<file path="src/rtl/fc_align_pkg.sv">
// Shared state encoding and default idle pattern for the fast-command word aligner.
package fc_align_pkg;

  typedef enum logic [1:0] {
    ST_SEARCH = 2'd0,
    ST_LOCKED = 2'd1,
    ST_MANUAL = 2'd2
  } fc_state_e;

  localparam logic [7:0] FC_IDLE_DEFAULT = 8'hF0;

endpackage

</file>
<file path="src/rtl/fc_word_capture.sv">
// Serial-to-parallel front end: shift register, free bit counter and word capture
// register that fires one cycle after the bit counter meets the requested phase.
module fc_word_capture #(
  parameter int WORD_W = 8,
  parameter int PH_W   = $clog2(WORD_W)
) (
  input  logic              clk320,
  input  logic              rst,
  input  logic              fc_i,
  input  logic [PH_W-1:0]   phase_i,
  output logic [WORD_W-1:0] word_o,
  output logic              strobe_o
);

  logic [WORD_W-1:0] shift_q, shift_d;
  logic [WORD_W-1:0] word_q, word_d;
  logic [PH_W-1:0]   bit_cnt_q, bit_cnt_d;
  logic              strobe_q, strobe_d;

  always_comb begin
    shift_d   = {shift_q[WORD_W-2:0], fc_i};
    bit_cnt_d = (bit_cnt_q == PH_W'(WORD_W - 1)) ? '0 : bit_cnt_q + 1'b1;
    strobe_d  = (bit_cnt_q == phase_i);
    word_d    = strobe_d ? shift_q : word_q;
  end

  always_ff @(posedge clk320) begin
    if (rst) begin
      shift_q   <= '0;
      bit_cnt_q <= '0;
      word_q    <= '0;
      strobe_q  <= 1'b0;
    end else begin
      shift_q   <= shift_d;
      bit_cnt_q <= bit_cnt_d;
      word_q    <= word_d;
      strobe_q  <= strobe_d;
    end
  end

  assign word_o   = word_q;
  assign strobe_o = strobe_q;

endmodule

</file>
<file path="src/rtl/fc_auto_align.sv">
// Fast-command word aligner: searches for the idle pattern by slipping the word
// boundary, holds lock until repeated rotated idles are seen, or follows a manual phase.
//
// state  | meaning
// SEARCH | slipping phase one bit per mismatching capture until LOCK_COUNT idles in a row
// LOCKED | boundary trusted; rotated idles counted, UNLOCK_COUNT in a row drop back to SEARCH
// MANUAL | phase forced from manualPhase, no search, locked low
module fc_auto_align
  import fc_align_pkg::*;
#(
  parameter int                WORD_W       = 8,
  parameter logic [WORD_W-1:0] IDLE_WORD    = FC_IDLE_DEFAULT,
  parameter int                LOCK_COUNT   = 16,
  parameter int                UNLOCK_COUNT = 4,
  localparam int               PH_W         = $clog2(WORD_W)
) (
  input  logic              clk320,
  input  logic              rst,
  input  logic              fc,
  input  logic              manualMode,
  input  logic [PH_W-1:0]   manualPhase,
  output logic [WORD_W-1:0] fcd,
  output logic              fcdValid,
  output logic              locked,
  output logic [PH_W-1:0]   phase,
  output logic [7:0]        errCount
);

  localparam logic [7:0] LOCK_LAST   = 8'(LOCK_COUNT - 1);
  localparam logic [7:0] UNLOCK_LAST = 8'(UNLOCK_COUNT - 1);

  fc_state_e         state_q, state_d;
  logic [PH_W-1:0]   phase_q, phase_d, phase_inc;
  logic [7:0]        match_q, match_d;
  logic [7:0]        rot_q, rot_d;
  logic [7:0]        err_q, err_d;
  logic [WORD_W-1:0] cap_word;
  logic              cap_strobe;
  logic              is_rot;

  fc_word_capture #(
    .WORD_W (WORD_W),
    .PH_W   (PH_W)
  ) u_capture (
    .clk320   (clk320),
    .rst      (rst),
    .fc_i     (fc),
    .phase_i  (phase_q),
    .word_o   (cap_word),
    .strobe_o (cap_strobe)
  );

  // A rotation that lands back on the idle pattern is an aligned idle, not an error.
  always_comb begin
    is_rot = 1'b0;
    for (int k = 1; k < WORD_W; k++) begin
      if (cap_word == ((IDLE_WORD << k) | (IDLE_WORD >> (WORD_W - k)))) is_rot = 1'b1;
    end
    if (cap_word == IDLE_WORD) is_rot = 1'b0;
  end

  assign phase_inc = (phase_q == PH_W'(WORD_W - 1)) ? '0 : phase_q + 1'b1;

  always_comb begin
    state_d = state_q;
    phase_d = phase_q;
    match_d = match_q;
    rot_d   = rot_q;
    err_d   = err_q;
    if (cap_strobe) begin
      unique case (state_q)
        ST_SEARCH: begin
          if (cap_word == IDLE_WORD) begin
            if (match_q == LOCK_LAST) begin
              state_d = ST_LOCKED;
              match_d = '0;
              rot_d   = '0;
            end else begin
              match_d = match_q + 8'd1;
            end
          end else begin
            match_d = '0;
            phase_d = phase_inc;
          end
        end
        ST_LOCKED: begin
          if (is_rot) begin
            err_d = (err_q == 8'hFF) ? err_q : err_q + 8'd1;
            if (rot_q == UNLOCK_LAST) begin
              state_d = ST_SEARCH;
              phase_d = phase_inc;
              rot_d   = '0;
              match_d = '0;
            end else begin
              rot_d = rot_q + 8'd1;
            end
          end else if (cap_word == IDLE_WORD) begin
            rot_d = '0;
          end
        end
        default: ;
      endcase
    end
    // Manual control overrides whatever the capture decided this cycle.
    if (manualMode) begin
      state_d = ST_MANUAL;
      phase_d = manualPhase;
      match_d = '0;
      rot_d   = '0;
    end else if (state_q == ST_MANUAL) begin
      state_d = ST_SEARCH;
      match_d = '0;
    end
  end

  always_ff @(posedge clk320) begin
    if (rst) begin
      state_q <= ST_SEARCH;
      phase_q <= '0;
      match_q <= '0;
      rot_q   <= '0;
      err_q   <= '0;
    end else begin
      state_q <= state_d;
      phase_q <= phase_d;
      match_q <= match_d;
      rot_q   <= rot_d;
      err_q   <= err_d;
    end
  end

  assign fcd      = cap_word;
  assign fcdValid = cap_strobe;
  assign locked   = (state_q == ST_LOCKED);
  assign phase    = phase_q;
  assign errCount = err_q;

endmodule

</file>
<file path="config.mk">
export PLATFORM = sky130hd
export DESIGN_NAME = fc_auto_align
export DESIGN_NICKNAME = d
export VERILOG_FILES = /design/src/rtl/fc_align_pkg.sv /design/src/rtl/fc_word_capture.sv /design/src/rtl/fc_auto_align.sv
export SDC_FILE = /design/constraint.sdc
export NUM_CORES = 1
export LEC_CHECK = 0
export ABC_AREA = 1
export CORE_MARGIN = 2
export CORE_UTILIZATION = 55
export CTS_CLUSTER_SIZE = 30
export DETAILED_ROUTE_END_ITERATION = 16
export HOLD_SLACK_MARGIN = 0.02
export PLACE_DENSITY_LB_ADDON = 0.3
export SYNTH_ARGS = -nofsm -noshare
export SYNTH_HDL_FRONTEND = slang
export SYNTH_SLANG_ARGS = --single-unit
</file>
<file path="constraint.sdc">
create_clock -name clk320 -period 2.05 [get_ports clk320]
set_input_delay 0.41 -clock clk320 [delete_from_list [all_inputs] [get_ports clk320]]
set_output_delay 0.41 -clock clk320 [all_outputs]
set_load 0.005 [all_outputs]
</file>
==> impl_metrics.py <==
metrics = {
    "drt": {
        "num_vias": 2411,
        "avgRoutedWirePerCell_um": 11.2,
        "drt-total-wl_um": 5330,
        "drtPass1Iterations": 4,
        "final_antenna_net_count": 0,
        "drc": 0,
        "vias_per_cell": 5.09,
        "drt_iter0_drc": 108,
    },
    "floorplan": {
        "num_rows": 25,
        "die_h_um": 73.7,
        "core_area_mm2": 0.00469,
        "num_io_pins": 28,
        "die_x_um": 73.7,
        "die_area_mm2": 0.00543,
        "start_util_pct": 56.9,
    },
    "clocking": {
        "numCtsBuffers": 5,
        "hold_buffers": 0,
        "clock_latency_ns": 0.30,
        "postCtsSetupBuffers": 0,
        "cts_resized": 0,
        "clockRootBuffer": "clkbuf_8",
        "cts_num_sinks": 49,
        "cts.reportedPaths.clkPinSlew_ns": 0.09,
        "htreeDepth": 2,
        "cts.path.max_buffers": 2,
        "tritoncts": "built",
    },
    "status": {
        "status": "finished clean",
    },
    "setup_path": {
        "cp-end-kind": "output pin",
        "worstReg2RegEnd": "state_q[0]",
        "worst_ep_required_time_ns": 1.64,
        "cp-start-kind": "flip-flop",
        "arrival_ns": 1.57,
        "rr_worst_depth": 8,
        "r2r_slack_ns": 0.28,
        "crit_type": "reg -> out",
        "rr_startpoint": "rot_q[0]",
        "cp_max_fo": 5,
    },
    "global_routing": {
        "grt_pass1_wl_um": 9100,
        "grt_pass1_vias": 2191,
        "globalRouteOverflowTotal": 0,
        "grt_max_degree": 18,
        "antenna_found_initial": 0,
        "track_usage_pct": 20.9,
    },
    "timing": {
        "rsz0062_at_grt": "no",
        "period_share_pct": 96.8,
        "slew_violations": 0,
        "max_freq_mhz": 504,
        "hold_viol_final": 0,
        "tns_ns": 0,
        "setup_viol": 0,
        "slew_headroom_pct": 64.7,
        "finClkSkew_ns": 0.00885,
        "fin_crit_ns": 1.98,
        "tightest_slew_ns": 0.528,
    },
    "cells_and_area": {
        "finalNetCount": 433,
        "finalCoreUtilization_pct": 66.1,
        "area_delta_synth_final_pct": 16.0,
        "layout_commonest_cell": "nand2_1",
        "seq_area_um2": 981,
        "nFillCells": 419,
        "layout-drive-gt1-share_pct": 8.81,
        "multiInputGateArea_mm2": 0.00143,
        "final_cell_mix": "nand2_1 (81), nor2_1 (66), inv_1 (52)",
        "final_area_mm2": 0.00310,
        "antenna_cells": 0,
    },
    "synthesis": {
        "synthXorXnorAreaFrac_pct": 4.59,
        "synth_seq_cells": 49,
        "synth_top_family_by_area": "simple AND/OR/NAND/NOR gates",
        "synth.distinct_cells": 28,
        "yosys_warnings": 0,
        "synth_compound_area_share_pct": 8.99,
        "synthMuxAreaShare_pct": 0,
        "syn_area_mm2": 0.00267,
        "yosys.area_share.simple_pct": 36.6,
        "synthAdderAreaFrac_pct": 3.28,
        "synth_area_per_cell_um2": 6.87,
        "syn_inst": 389,
        "ys_seq_area_share_pct": 36.7,
        "synth_fp_nets": 403,
    },
    "placement": {
        "place_area_mm2": 0.00299,
        "finalWeightedCongestion": 0.854,
        "port_buffers": 27,
        "dp_hpwl_um": 4070,
    },
    "power": {
        "power_density_mw_per_mm2": 677,
        "p_leak_nw": 1.31,
        "peakVddDrop_uv": 554,
    },
    "min_path": {
        "min_from": "u_capture.shift_q[0]",
        "hold_class": "reg -> reg",
        "hold_depth": 2,
        "hold_end": "u_capture.shift_q[1]",
    },
    "run": {
        "maxCapViolations": 0,
    },
}
sequential cells by signal (all words and copies together) (netlist names):
register / flops
rot_q: 8
u_capture.strobe_o: 1
u_capture.bit_cnt_q: 3
match_q: 8
errCount: 8
u_capture.shift_q: 8
phase: 3
state_q: 2
u_capture.word_o: 8
report_power, final:
part / total, W / switching (W) / internal [W]
combinational: 0.000336 / 0.000178 / 0.000159
clock: 0.000690 / 0.000324 / 0.000366
sequential: 0.00107 / 0.0000678 / 0.00100
critical path, stage by stage, from the launching register on:
cell and delay [ns]:
dfxtp_1 0.39, inv_2 0.10, nor2_4 0.23, clkdlybuf4s50_1 0.55
metal layers:
layer  up-vias  routed length (um)  global-route usage, %
met5         -                   0                      0
met4         0                  38                   7.07
met1      1077                2480                   25.6
met2        42                2620                   36.5
met3         4                 196                   3.84
li1       1288                   -                      -
cells by family (layout without fill, tap and decap cells):
group	count (synthesis)	count (layout)
XOR/XNOR	14	14
AO/OA/AOI/OAI	44	44
adder cells (fa/ha/maj)	7	7
flip-flops	49	49
AND/OR/NAND/NOR	209	209
buffers and inverters	66	97
how the worst max path moves through the flow:
| stage | slack, ns | startpoint | to | cells after the start |
|---|---|---|---|---|
| global placement | 0.23 | manualMode | phase[2] | 8 |
| CTS | 0.08 | state_q[0] | locked | 3 |
| detailed placement | 0.16 | manualMode | phase[0] | 8 |
| floorplan | 0.50 | match_q[1] | rot_q[0] | 9 |
| global route | 0.02 | state_q[0] | locked | 3 |
| finish | 0.07 | state_q[0] | locked | 3 |
cell type report:
type,count,area share [%]
Multi-Input combinational cell,274,46.1
Sequential cell,49,31.7
Timing Repair Buffer,29,9.20
Inverter,60,7.27
Clock buffer,5,2.22
Tap cell,54,2.18
Clock inverter,3,1.41
Yosys cell counts:
master,instances,area (um2)
nand2_1,81,304
xor2_1,8,70.1
nor3b_1,1,7.51
clkbuf_1,4,15.0
nand3_2,1,10.0
dfxtp_1,49,981
nor2_4,4,45.0
nor2_1,66,248
nand2_2,3,18.8
nand4_4,1,21.3
xnor2_1,6,52.6
nor2_2,2,12.5
nand4_1,14,87.6
inv_2,8,30.0
a21oi_2,1,8.76
nand2_4,1,11.3
or2_2,1,6.26
buf_6,2,22.5
o31ai_1,1,7.51
nand3_4,2,35.0
nor3_1,4,20.0
a21boi_4,1,18.8
ha_1,7,87.6
inv_1,52,195
nor3_2,2,20.0
a21oi_1,25,125
nand3_1,26,130
o21ai_0,16,80.1
per-stage QoR:
step | worst slack, ns | std cells | hold WS, ns | total power [W]
4_1_cts | 0.0809 | 474 | 0.427 | 0.00212
5_1_grt | 0.0203 | 474 | 0.444 | 0.00221
3_3_place_gp | 0.231 | 466 | 0.404 | 0.00143
2_1_floorplan | 0.504 | 389 | 0.400 | 0.00129
3_5_place_dp | 0.157 | 466 | 0.414 | 0.00143
6_report | 0.0663 | 474 | 0.424 | 0.00210
No activity file was read; power rests on OpenSTA's default activity.
